### src/rtl/serial_pkg.sv
// Shared definitions for the serial packet transmitter: state encoding, frame sizing, line levels.
// The CHECK state exists only when SERIAL_TX_PACKET_CHECKSUM_EN is defined.
package serial_pkg;

  typedef enum logic [2:0] {
    StIdle,
    StStart,
    StData,
    StStop
`ifdef SERIAL_TX_PACKET_CHECKSUM_EN
    , StCheck
`endif
  } txState_e;

  localparam logic IdleLevel = 1'b1;
  localparam logic StartLevel = ~IdleLevel;
  localparam int unsigned FrameOverhead = 2;

  // Start bit + data bits + stop bit.
  function automatic int unsigned frameBits(int unsigned wordWidth);
    return wordWidth + FrameOverhead;
  endfunction

  // Two's-complement negation; callers truncate to their word width.
  function automatic logic [31:0] checksumNegate(logic [31:0] sum);
    return ~sum + 32'd1;
  endfunction

endpackage

### src/rtl/serial_tx_shifter.sv
// Single UART frame serialiser: start bit, WordWidth data bits LSB first, stop bit.
// A start strobe always reloads, which lets the next frame begin on the edge the last one ends.
module serial_tx_shifter
  import serial_pkg::*;
#(
  parameter int unsigned WordWidth = 8,
  parameter int unsigned SerialTimerWidth = 8,
  parameter int unsigned BitPeriod = 16
) (
  input  logic                 clk,
  input  logic                 rst,
  input  logic                 start,
  input  logic [WordWidth-1:0] word,
  output logic                 tx,
  output logic                 bitDone,
  output logic                 frameDone
);

  localparam int unsigned FrameLen = frameBits(WordWidth);
  localparam int unsigned CntWidth = $clog2(FrameLen);
  localparam logic [SerialTimerWidth-1:0] TimerLast = SerialTimerWidth'(BitPeriod - 1);
  localparam logic [CntWidth-1:0] LastBit = CntWidth'(FrameLen - 1);

  logic [SerialTimerWidth-1:0] timerQ;
  logic [CntWidth-1:0]         bitCntQ;
  logic [WordWidth:0]          shiftQ;  // bits still to send after the current one
  logic                        activeQ;
  logic                        txQ;

  assign bitDone   = activeQ && (timerQ == TimerLast);
  assign frameDone = bitDone && (bitCntQ == LastBit);
  assign tx        = txQ;

  always_ff @(posedge clk or posedge rst) begin
    if (rst) begin
      timerQ  <= '0;
      bitCntQ <= '0;
      shiftQ  <= '0;
      activeQ <= 1'b0;
      txQ     <= IdleLevel;
    end else if (start) begin
      timerQ  <= '0;
      bitCntQ <= '0;
      shiftQ  <= {IdleLevel, word};
      activeQ <= 1'b1;
      txQ     <= StartLevel;
    end else if (bitDone) begin
      timerQ <= '0;
      if (frameDone) begin
        activeQ <= 1'b0;
      end else begin
        bitCntQ <= bitCntQ + CntWidth'(1);
        txQ     <= shiftQ[0];
        shiftQ  <= {IdleLevel, shiftQ[WordWidth:1]};
      end
    end else if (activeQ) begin
      timerQ <= timerQ + SerialTimerWidth'(1);
    end
  end

endmodule

### src/rtl/serial_tx_packet.sv
// Packet transmitter: latches up to 2**AddressWidth words and sends them as back-to-back frames.
// Define SERIAL_TX_PACKET_CHECKSUM_EN to append a frame carrying the negated word sum.
module serial_tx_packet
  import serial_pkg::*;
#(
  parameter int unsigned AddressWidth = 2,
  parameter int unsigned WordWidth = 8,
  parameter int unsigned SerialTimerWidth = 8,
  parameter int unsigned BitPeriod = 16
) (
  input  logic                                  clk,
  input  logic                                  rst,
  input  logic                                  ce,
  input  logic [(2**AddressWidth)*WordWidth-1:0] data,
  input  logic [AddressWidth-1:0]               count,
  output logic                                  tx,
  output logic                                  busy,
  output logic                                  done
);

  localparam int unsigned DataWidth = (2**AddressWidth) * WordWidth;
  localparam int unsigned BitIdxWidth = (WordWidth > 1) ? $clog2(WordWidth) : 1;
  localparam logic [BitIdxWidth-1:0] LastDataBit = BitIdxWidth'(WordWidth - 1);

  txState_e                stateQ, stateD;
  logic [AddressWidth-1:0] idxQ, idxD, nextIdx;
  logic [BitIdxWidth-1:0]  bitIdxQ, bitIdxD;
  logic [AddressWidth-1:0] countQ;
  logic [DataWidth-1:0]    dataQ;
  logic                    busyQ, busyD;
  logic                    doneQ, doneD;
  logic                    accept;
  logic                    shStart;
  logic [WordWidth-1:0]    shWord, nextWord;
  logic                    bitDone, frameDone;
`ifdef SERIAL_TX_PACKET_CHECKSUM_EN
  logic [WordWidth-1:0]    csumQ, csumD;
`endif

  assign accept   = (stateQ == StIdle) && ce;
  assign nextIdx  = idxQ + AddressWidth'(1);
  assign nextWord = dataQ[nextIdx*WordWidth +: WordWidth];
  assign busy     = busyQ;
  assign done     = doneQ;

  always_comb begin
    stateD  = stateQ;
    idxD    = idxQ;
    bitIdxD = bitIdxQ;
    busyD   = busyQ;
    doneD   = 1'b0;
    shStart = 1'b0;
    shWord  = nextWord;
`ifdef SERIAL_TX_PACKET_CHECKSUM_EN
    csumD   = csumQ;
`endif
    case (stateQ)
      StIdle: begin
        if (ce) begin
          stateD  = StStart;
          idxD    = '0;
          busyD   = 1'b1;
          shStart = 1'b1;
          shWord  = data[WordWidth-1:0];
`ifdef SERIAL_TX_PACKET_CHECKSUM_EN
          csumD   = data[WordWidth-1:0];
`endif
        end
      end
      StStart: begin
        if (bitDone) begin
          stateD  = StData;
          bitIdxD = '0;
        end
      end
      StData: begin
        if (bitDone) begin
          if (bitIdxQ == LastDataBit) begin
            stateD = StStop;
          end else begin
            bitIdxD = bitIdxQ + BitIdxWidth'(1);
          end
        end
      end
      StStop: begin
        if (frameDone) begin
          // Both sides are AddressWidth bits, so count at its maximum cannot wrap.
          if (idxQ < countQ) begin
            stateD  = StStart;
            idxD    = nextIdx;
            shStart = 1'b1;
`ifdef SERIAL_TX_PACKET_CHECKSUM_EN
            csumD   = csumQ + nextWord;
`endif
          end else begin
`ifdef SERIAL_TX_PACKET_CHECKSUM_EN
            stateD  = StCheck;
            shStart = 1'b1;
            shWord  = WordWidth'(checksumNegate(32'(csumQ)));
`else
            stateD  = StIdle;
            busyD   = 1'b0;
            doneD   = 1'b1;
`endif
          end
        end
      end
`ifdef SERIAL_TX_PACKET_CHECKSUM_EN
      StCheck: begin
        if (frameDone) begin
          stateD = StIdle;
          busyD  = 1'b0;
          doneD  = 1'b1;
        end
      end
`endif
      default: stateD = StIdle;
    endcase
  end

  always_ff @(posedge clk or posedge rst) begin
    if (rst) begin
      stateQ  <= StIdle;
      idxQ    <= '0;
      bitIdxQ <= '0;
      countQ  <= '0;
      dataQ   <= '0;
      busyQ   <= 1'b0;
      doneQ   <= 1'b0;
`ifdef SERIAL_TX_PACKET_CHECKSUM_EN
      csumQ   <= '0;
`endif
    end else begin
      stateQ  <= stateD;
      idxQ    <= idxD;
      bitIdxQ <= bitIdxD;
      busyQ   <= busyD;
      doneQ   <= doneD;
`ifdef SERIAL_TX_PACKET_CHECKSUM_EN
      csumQ   <= csumD;
`endif
      if (accept) begin
        dataQ  <= data;
        countQ <= count;
      end
    end
  end

  serial_tx_shifter #(
    .WordWidth       (WordWidth),
    .SerialTimerWidth(SerialTimerWidth),
    .BitPeriod       (BitPeriod)
  ) uShifter (
    .clk      (clk),
    .rst      (rst),
    .start    (shStart),
    .word     (shWord),
    .tx       (tx),
    .bitDone  (bitDone),
    .frameDone(frameDone)
  );

endmodule

### config.mk
export PLATFORM = sky130hd
export DESIGN_NAME = serial_tx_packet
export DESIGN_NICKNAME = d
export VERILOG_FILES = /design/src/rtl/serial_pkg.sv /design/src/rtl/serial_tx_shifter.sv /design/src/rtl/serial_tx_packet.sv
export SDC_FILE = /design/constraint.sdc
export NUM_CORES = 1
export LEC_CHECK = 0
export CAP_MARGIN = 15
export CORE_MARGIN = 5
export CORE_UTILIZATION = 45
export DETAILED_ROUTE_END_ITERATION = 12
export PLACE_DENSITY = 0.67
export REMOVE_ABC_BUFFERS = 1
export SLEW_MARGIN = 20
export SYNTH_ARGS = -nofsm -noshare
export SYNTH_HDL_FRONTEND = slang
export SYNTH_SLANG_ARGS = --single-unit
### constraint.sdc
create_clock -name clk -period 2.2 [get_ports clk]
set_input_delay 0.22 -clock clk [delete_from_list [all_inputs] [get_ports clk]]
set_output_delay 0.22 -clock clk [all_outputs]
set_load 0.02 [all_outputs]
==> results.yml, run 1 <==
run_status:
  outcome: "complete, no violations"
setup_path:
  max_stage_delay_ns: 0.58
  critical_path.n_buffers_inverters: 0
  critPathKind: "reg2reg"
  cpLargestDelayFamily: "simple AND/OR/NAND/NOR gates"
  path_cells: "or4_4, nor3_4, a31oi_4, and2_2"
  cp_slowest_cell: "or4_4"
  cp.arrival_ns: 2.22
  cp_max_fo: 16
  regToRegSetupSlack_ns: 0.21
  end_kind: "flop"
  crit_path_start_kind: "flop"
  worstPathRequired_ns: 2.43
global_route:
  grt_max_degree: 67
  grt_pass1_vias: 2209
  groute.usage.overall: 0.149
  antenna_found_initial: 0
  grt_pass1_wl_mm: 10.3
  grt.overflow.total: 0
yosys:
  synth_cell_types: 40
  yosys_most_used_dff: "dfrtp_1"
  synth_edf_count: 0
  ys_seq_elements: 66
  yosysWarnings: 0
  synth_cells: 240
  ys_seq_area_frac: 0.512
  syn_area_per_cell_um2: 13.4
  synth.cell_area_um2: 3230
  ys_async_sr_fraction: 1.00
die:
  core_area_um2: 6870
  placementRows: 30
  ios: 40
  start_util: 0.470
  die_x_um: 94.7
  fp.dieH_um: 94.7
  dieArea_um2: 8960
clock_tree:
  cts_made_buffers: 9
  post_cts_resized: 0
  cts_hold_buf: 0
  post-cts-setup-buffer-count: 0
  htree_num_levels: 3
  cts_buffer_depth: 2
  insertion_delay_ns: 0.34
  tritoncts: "done"
  cts_root_buf: "clkbuf_8"
  cts_sinks: 66
  clk_pin_slew_worst_paths_ns: 0.08
detailed_routing:
  wire_per_inst_um: 14.9
  drc: 0
  antenna_left: 0
  num_vias: 2005
  drt_iter0_drc: 49
  dr.pass1.iters: 4
  via_per_inst: 5.17
  drt_wl_total_mm: 5.76
cells_and_area:
  drive_above_1_share: 0.260
  nets: 334
  fin_area_um2: 3970
  fillCellCount: 561
  synthToLayoutAreaGrowth_pct: 23.1
  fin_util: 0.579
  diodes: 0
  fin_cells: 388
sta:
  skew_ns: 0.0128
  slew-limit-headroom: 0.621
  min_period_ns: 1.99
  period_share: 0.903
  slew_violations: 0
  hold_ws_ns: 0.260
  fmax_ghz: 0.503
  setup_viol: 0
  rsz0062_at_grt: "no"
  finalWorstSetupSlack_ns: 0.212
  hold_viol: 0
  tns_ns: 0
  tightest_slew_ns: 0.568
power:
  power_mw: 4.62
  ir_drop_uv: 681
  powerDensity_nw_per_um2: 1160
  p_leak_nw: 1.78
run:
  drv_cap: 0
placed_design:
  hpwl_mm: 3.91
  io_buffers: 39
  dpl.cell_count: 372
  place_ws_ns: 0.234
  place_area_um2: 3770
  gp_congestion: 0.778
hold_path:
  hold_path_class: "in2async"
-- synthesized netlist by cell type (2+ instances only) --
master    count  area [um2]
nor3_1        3        15.0
nand4_1       4        25.0
a21boi_0      2        15.0
nor2_1        7        26.3
or3_1         2        12.5
clkbuf_1      6        22.5
dfrtp_1      65        1630
a21oi_1       3        15.0
nand2b_1      2        12.5
a22o_1        5        43.8
nand2_1       7        26.3
buf_2         2        10.0
mux4_2        8         180
xor2_1        2        17.5
o21ai_0       6        30.0
inv_1         9        33.8
mux2i_1      29         290
nand3_1       4        20.0
and2_2        3        22.5
ha_1         10         125
mux2_2       35         394
nand3b_1      3        22.5
xnor2_1       6        52.6
-- final timing paths --
path | endpoint | start | cells past startpoint
max reg2reg | uShifter.timerQ[2] | uShifter.timerQ[4] | 4
max | uShifter.timerQ[2] | uShifter.timerQ[4] | 4
min | countQ[1] | rst | 3
min reg2reg | uShifter.shiftQ[8] | uShifter.shiftQ[8] | 1
min in group clk | uShifter.shiftQ[8] | uShifter.shiftQ[8] | 1
max in group asynchronous | uShifter.tx | rst | 3
-- report_power, final --
part / total, mW / internal [mW] / switching, mW
sequential: 2.02 / 1.73 / 0.292
clock: 1.04 / 0.579 / 0.465
combinational: 1.56 / 0.894 / 0.662
total: 4.62 / 3.20 / 1.42
-- metal layers --
layer,share of wire,GRT usage,up-vias
met4,0.022,0.0805,0
met3,0.028,0.0295,10
met5,0,0,-
met2,0.49,0.238,30
li1,-,-,973
met1,0.46,0.191,992
-- cells by family after synthesis --
group                    Yosys count  synth area share
adder cells (fa/ha/maj)           10            0.0388
flip-flops                        66             0.512
multiplexers                      72             0.268
AND/OR/NAND/NOR                   41            0.0741
XOR/XNOR                           8            0.0217
AO/OA/AOI/OAI                     24            0.0601
buffers and inverters             19            0.0252
-- area by class of cell --
class                   instances  area [um2]  area share
clock buffers                  11         151      0.0381
clock inverters                 5        52.6      0.0132
inverters                       9        33.8     0.00850
multi-input cells             155        1500       0.376
flip-flops and latches         66        1650       0.416
well taps                      96         120      0.0302
repair buffers                 46         468       0.118
-- placed cells by master, fill, tap and decap left out, types with 4 or more instances in the layout --
master | synthesis | final
clkdlybuf4s50_1 | 0 | 39
clkbuf_8 | 0 | 11
mux2i_1 | 29 | 29
nand2_1 | 7 | 6
nand4_1 | 4 | 4
a22o_1 | 5 | 5
buf_4 | 0 | 5
nand3_1 | 4 | 4
xnor2_1 | 6 | 6
ha_1 | 10 | 10
inv_1 | 9 | 8
dfrtp_1 | 65 | 65
mux2_2 | 35 | 35
mux4_2 | 8 | 8
o21ai_0 | 6 | 6
nor2_1 | 7 | 7
-- worst min-delay path: stages --
cell and delay (ns):
clkdlybuf4s50_1 0.41, inv_2 0.07, buf_12 0.31
-- state kept, by name, indices dropped and copies added, names as in the netlist --
name and flops:
uShifter.bitCntQ 4, countQ 2, uShifter.timerQ 8, bitIdxQ 3
uShifter.tx 1, stateQ 2, busy 1, idxQ 2
uShifter.activeQ 1, done 1, uShifter.shiftQ 9, dataQ 32
Note: power is estimated with default switching activity, not from simulation.
==> inputs of run 2 (changes only) <==
--- a/config.mk
+++ b/config.mk
@@ -7,9 +7,8 @@
 export LEC_CHECK = 0
 export CAP_MARGIN = 15
 export CORE_MARGIN = 5
-export CORE_UTILIZATION = 45
+export CORE_UTILIZATION = 40
 export DETAILED_ROUTE_END_ITERATION = 12
-export PLACE_DENSITY = 0.67
 export REMOVE_ABC_BUFFERS = 1
 export SLEW_MARGIN = 20
 export SYNTH_ARGS = -nofsm -noshare
==> run 2 against run 1 <==
Core utilization fell by 6.9 points. Clock-buffer cell count decreased by 2. Highest routed layer unchanged. Setup slack gained 0.036 ns. Critical path depth stayed put. First-iteration DRC count up 100%. Register-to-register slack gained 0.04 ns. Wire length is 0.54% higher. Sequential share of layout area fell by 0.052 points.
==> results.yml, run 2 (synthesis results as in run 1) <==
detailed_routing:
  wire_per_inst_um: 14.7
  dr.pass1.iters: 4
  via_per_inst: 5.17
  drc: 0
  antenna_left: 0
  num_vias: 2041
  drt_wl_total_mm: 5.80
  drt_iter0_drc: 99
power:
  powerDensity_nw_per_um2: 1160
  internal-power_mw: 3.15
  power_mw: 4.60
  pwr-share-clk: 0.217
  p_sw_mw: 1.45
  p_leak_nw: 1.78
  switching_share: 0.315
  ir_drop_uv: 482
  pwr-share-comb: 0.344
  pwr-share-seq: 0.439
global_route:
  met3_usage: 0.0257
  grt_max_degree: 67
  busiest_layer: "met2"
  groute.usage.overall: 0.126
  met2_usage: 0.213
  grt_pass1_vias: 2175
  antenna_found_initial: 0
  grt_pass1_wl_mm: 10.0
  grtUsageMet1: 0.156
  grt.overflow.total: 0
sta:
  fmax_ghz: 0.512
  period_share: 0.887
  hold_ws_ns: 0.265
  slew-limit-headroom: 0.626
  setup_viol: 0
  skew_ns: 0.00772
  min_period_ns: 1.95
  hold_viol: 0
  rsz0062_at_grt: "no"
  tightest_slew_ns: 0.561
  tns_ns: 0
  slew_violations: 0
clock_tree:
  cts_made_buffers: 9
  post-cts-setup-buffer-count: 0
  tritoncts: "done"
  cts_buffer_depth: 2
  cts_sinks: 66
  cts_hold_buf: 0
  cts_root_buf: "clkbuf_8"
  htree_num_levels: 3
  insertion_delay_ns: 0.34
  post_cts_resized: 0
  clk_pin_slew_worst_paths_ns: 0.08
setup_path:
  max_stage_delay_ns: 0.58
  r2r-start: "uShifter.timerQ[4]"
  crit_cells: 4
  path_cells: "or4_4, nor3_4, a31oi_4, and2_2"
  cp_max_fo: 16
  worstPathRequired_ns: 2.43
  regToRegSetupSlack_ns: 0.25
  cpLargestDelayFamily: "simple AND/OR/NAND/NOR gates"
  critPathKind: "reg2reg"
  critical_path.n_buffers_inverters: 0
  cp_slowest_cell: "or4_4"
  cp.arrival_ns: 2.18
  rr_worst_depth: 4
  crit_path_start_kind: "flop"
  end_kind: "flop"
  rr_endpoint: "uShifter.timerQ[2]"
  crit_path_start: "uShifter.timerQ[4]"
  worstSetupEndpoint: "uShifter.timerQ[2]"
cells_and_area:
  fin_util: 0.510
  nets: 335
  largest_reg_flops: 32
  layout_commonest_cell: "dfrtp_1"
  fin_area_um2: 3980
  synthToLayoutAreaGrowth_pct: 23.3
  layout_common_cells: "dfrtp_1, clkdlybuf4s50_1, mux2_2"
  drive_above_1_share: 0.263
  diodes: 0
  top_regs: "dataQ (32), uShifter.shiftQ (9), uShifter.timerQ (8)"
  regMostFlops: "dataQ"
die:
  start_util: 0.413
  fp.dieH_um: 99.8
  die_x_um: 99.8
  core_area_um2: 7810
  ios: 40
  placementRows: 32
  dieArea_um2: 9960
placed_design:
  hpwl_mm: 3.98
  gp_congestion: 0.806
  place_area_um2: 3780
  io_buffers: 39
hold_path:
  hold_path_class: "in2async"
run_status:
  outcome: "complete, no violations"
run:
  drv_cap: 0
run 2: changes by cell type in the layout (fill, tap and decap cells not counted):
cell,previous run,this run
clkbuf_8,11,9
clkinv_4,0,2
buf_4,5,6
run 2: worst min-delay path by stage:
| stage | end | cells after the start |
|---|---|---|
| 3_3_place_gp | uShifter.shiftQ[8] | 1 |
| 6_report | countQ[1] | 3 |
| 4_1_cts | dataQ[9] | 3 |
| 5_1_grt | dataQ[9] | 3 |
| 3_5_place_dp | uShifter.shiftQ[8] | 1 |
| 2_1_floorplan | countQ[0] | 1 |
run 2: power by group through the flow:
stage	clock, mW	sequential, mW	combinational (mW)
5_1_grt	1.07	2.09	1.77
3_3_place_gp	0	2.03	1.56
2_1_floorplan	0	1.96	1.26
6_report	0.999	2.02	1.58
4_1_cts	1.03	2.03	1.61
3_5_place_dp	0	2.05	1.60
run 2: worst reg2reg max path: stages (launching register included):
cell and delay, ns:
dfrtp_1 0.43, or4_4 0.58, nor3_4 0.28, a31oi_4 0.29, and2_2 0.27
run 2: cell type report:
| class | count | area [um2] |
|---|---|---|
| Fill cell | 686 | 3830 |
| Sequential cell | 66 | 1650 |
| Multi-Input combinational cell | 155 | 1500 |
| Timing Repair Buffer | 47 | 475 |
| Tap cell | 102 | 128 |
| Clock buffer | 9 | 124 |
| Clock inverter | 7 | 70.1 |
| Inverter | 9 | 33.8 |
run 2: stage by stage:
stage | instances | setup slack [ns]
floorplan | 230 | -0.398
global placement | 379 | 0.268
detailed placement | 379 | 0.257
CTS | 395 | 0.242
global route | 395 | 0.109
finish | 395 | 0.249
run 2: metal layers:
| layer | wire (um) | vias up |
|---|---|---|
| li1 | - | 972 |
| met1 | 2640 | 1024 |
| met2 | 2880 | 33 |
| met3 | 160 | 12 |
| met4 | 113 | 0 |
| met5 | 0 | - |
==> inputs of run 3 (changes only) <==
--- a/config.mk
+++ b/config.mk
@@ -5,10 +5,11 @@
 export SDC_FILE = /design/constraint.sdc
 export NUM_CORES = 1
 export LEC_CHECK = 0
-export CAP_MARGIN = 15
+export CAP_MARGIN = 40
 export CORE_MARGIN = 5
 export CORE_UTILIZATION = 40
 export DETAILED_ROUTE_END_ITERATION = 12
+export DONT_BUFFER_PORTS = 1
 export REMOVE_ABC_BUFFERS = 1
 export SLEW_MARGIN = 20
 export SYNTH_ARGS = -nofsm -noshare
==> run 3 against run 2 <==
Clock-buffer cell count increased by 1. Setup slack improved by 0.012 ns. Largest cell class unchanged. Non-clock buffer count decreased by 34. Largest power group unchanged.
==> results.yml, run 3 (synthesis results as in run 1) <==
sta:
  fmax_ghz: 0.516
  slew_violations: 0
  min_period_ns: 1.94
  setup_viol: 0
  skew_ns: 0.00936
  tightest_slew_ns: 0.560
  hold_viol: 0
  rsz0062_at_grt: "no"
  slew-limit-headroom: 0.627
  period_share: 0.882
clock_tree:
  tritoncts: "done"
  cts_made_buffers: 9
  cts_root_buf: "clkbuf_8"
  cts_hold_buf: 1
  post_cts_resized: 0
  cts_sinks: 66
  insertion_delay_ns: 0.33
  post-cts-setup-buffer-count: 0
  htree_num_levels: 3
  cts_buffer_depth: 2
  clk_pin_slew_worst_paths_ns: 0.08
run:
  drv_cap: 0
die:
  core_area_um2: 7810
  dieArea_um2: 9960
  placementRows: 32
  start_util: 0.413
  fp.dieH_um: 99.8
  ios: 40
  die_x_um: 99.8
detailed_routing:
  antenna_left: 0
  highest_layer: "met4"
  via_per_inst: 5.22
  wl_met1_mm: 2.64
  drt_wl_total_mm: 5.85
  drt_iter0_drc: 40
  wl_met3_um: 197
  num_vias: 1886
  dr.pass1.iters: 4
  drc: 0
  wire_per_inst_um: 16.2
  met2_length_mm: 2.93
setup_path:
  end_kind: "flop"
  cp.arrival_ns: 2.13
  crit_path_start_kind: "flop"
  critPathKind: "reg2reg"
  worstPathRequired_ns: 2.39
  cp_max_fo: 9
cells_and_area:
  largest_reg_flops: 32
  top_regs: "dataQ (32), uShifter.shiftQ (9), uShifter.timerQ (8)"
  fin_util: 0.466
  diodes: 0
  synthToLayoutAreaGrowth_pct: 12.8
  fin_cells: 361
  drive_above_1_share: 0.293
  layout_commonest_cell: "dfrtp_1"
  nets: 301
  layout_common_cells: "dfrtp_1, mux2_2, mux2i_1"
  regMostFlops: "dataQ"
  fin_area_um2: 3640
power:
  p_leak_nw: 1.65
  powerDensity_nw_per_um2: 1240
  ir_drop_uv: 575
global_route:
  grt.overflow.total: 0
  grt_max_degree: 43
  grt_pass1_wl_mm: 10.5
  groute.usage.overall: 0.134
  grt_pass1_vias: 2159
  antenna_found_initial: 0
placed_design:
  gp_congestion: 0.781
  io_buffers: 0
  place_area_um2: 3390
  hpwl_mm: 4.05
  dpl.cell_count: 340
hold_path:
  hold_path_class: "in2reg"
run_status:
  outcome: "complete, no violations"
[run 3: worst paths after layout]
| check | from | end | slack (ns) | depth (start not counted) |
|---|---|---|---|---|
| worst max register to register | uShifter.timerQ[0] | uShifter.shiftQ[0] | 0.26 | 5 |
| worst min register to register | uShifter.shiftQ[8] | uShifter.shiftQ[8] | 0.48 | 1 |
| max in group asynchronous | rst | uShifter.tx | 1.14 | 3 |
| min in group asynchronous | rst | dataQ[9] | 0.39 | 2 |
| worst min-delay path | data[21] | dataQ[21] | 0.03 | 1 |
| worst max-delay path | uShifter.timerQ[0] | uShifter.shiftQ[0] | 0.26 | 5 |
[run 3: final cells by class]
type	count	area (um2)
clock buffer	10	128
clock inverter	6	68.8
fill	699	4170
inverter	9	33.8
multi-input combinational	155	1500
sequential	66	1650
tap	102	128
timing repair buffer	13	135
[run 3: stage by stage]
| stage | setup slack [ns] | hold WS, ns | setup TNS (ns) | total power [mW] |
|---|---|---|---|---|
| floorplan | -0.398 | 0.371 | -8.84 | 3.22 |
| global placement | 0.346 | 0.191 | 0 | 3.50 |
| detailed placement | 0.254 | 0.192 | 0 | 3.56 |
| CTS | 0.247 | 0.00634 | 0 | 4.59 |
| global route | 0.0910 | 0.00137 | 0 | 4.88 |
| finish | 0.261 | 0.0272 | 0 | 4.52 |
[run 3: critical path: stages (launching register included)]
cell and delay, ns:
dfrtp_1 0.39, ha_1 0.21, and4_1 0.35, and3_1 0.51
mux2i_1 0.25, mux2i_1 0.09
[run 3: routing by layer]
layer | GRT usage | vias up
li1 | - | 906
met1 | 0.165 | 946
met2 | 0.222 | 27
met3 | 0.0417 | 7
met4 | 0.0473 | 0
met5 | 0 | -
[run 3: where the power goes]
part | switching [mW] | internal, mW
Sequential | 0.308 | 1.73
Clock | 0.486 | 0.528
Combinational | 0.644 | 0.832
Total | 1.44 | 3.09
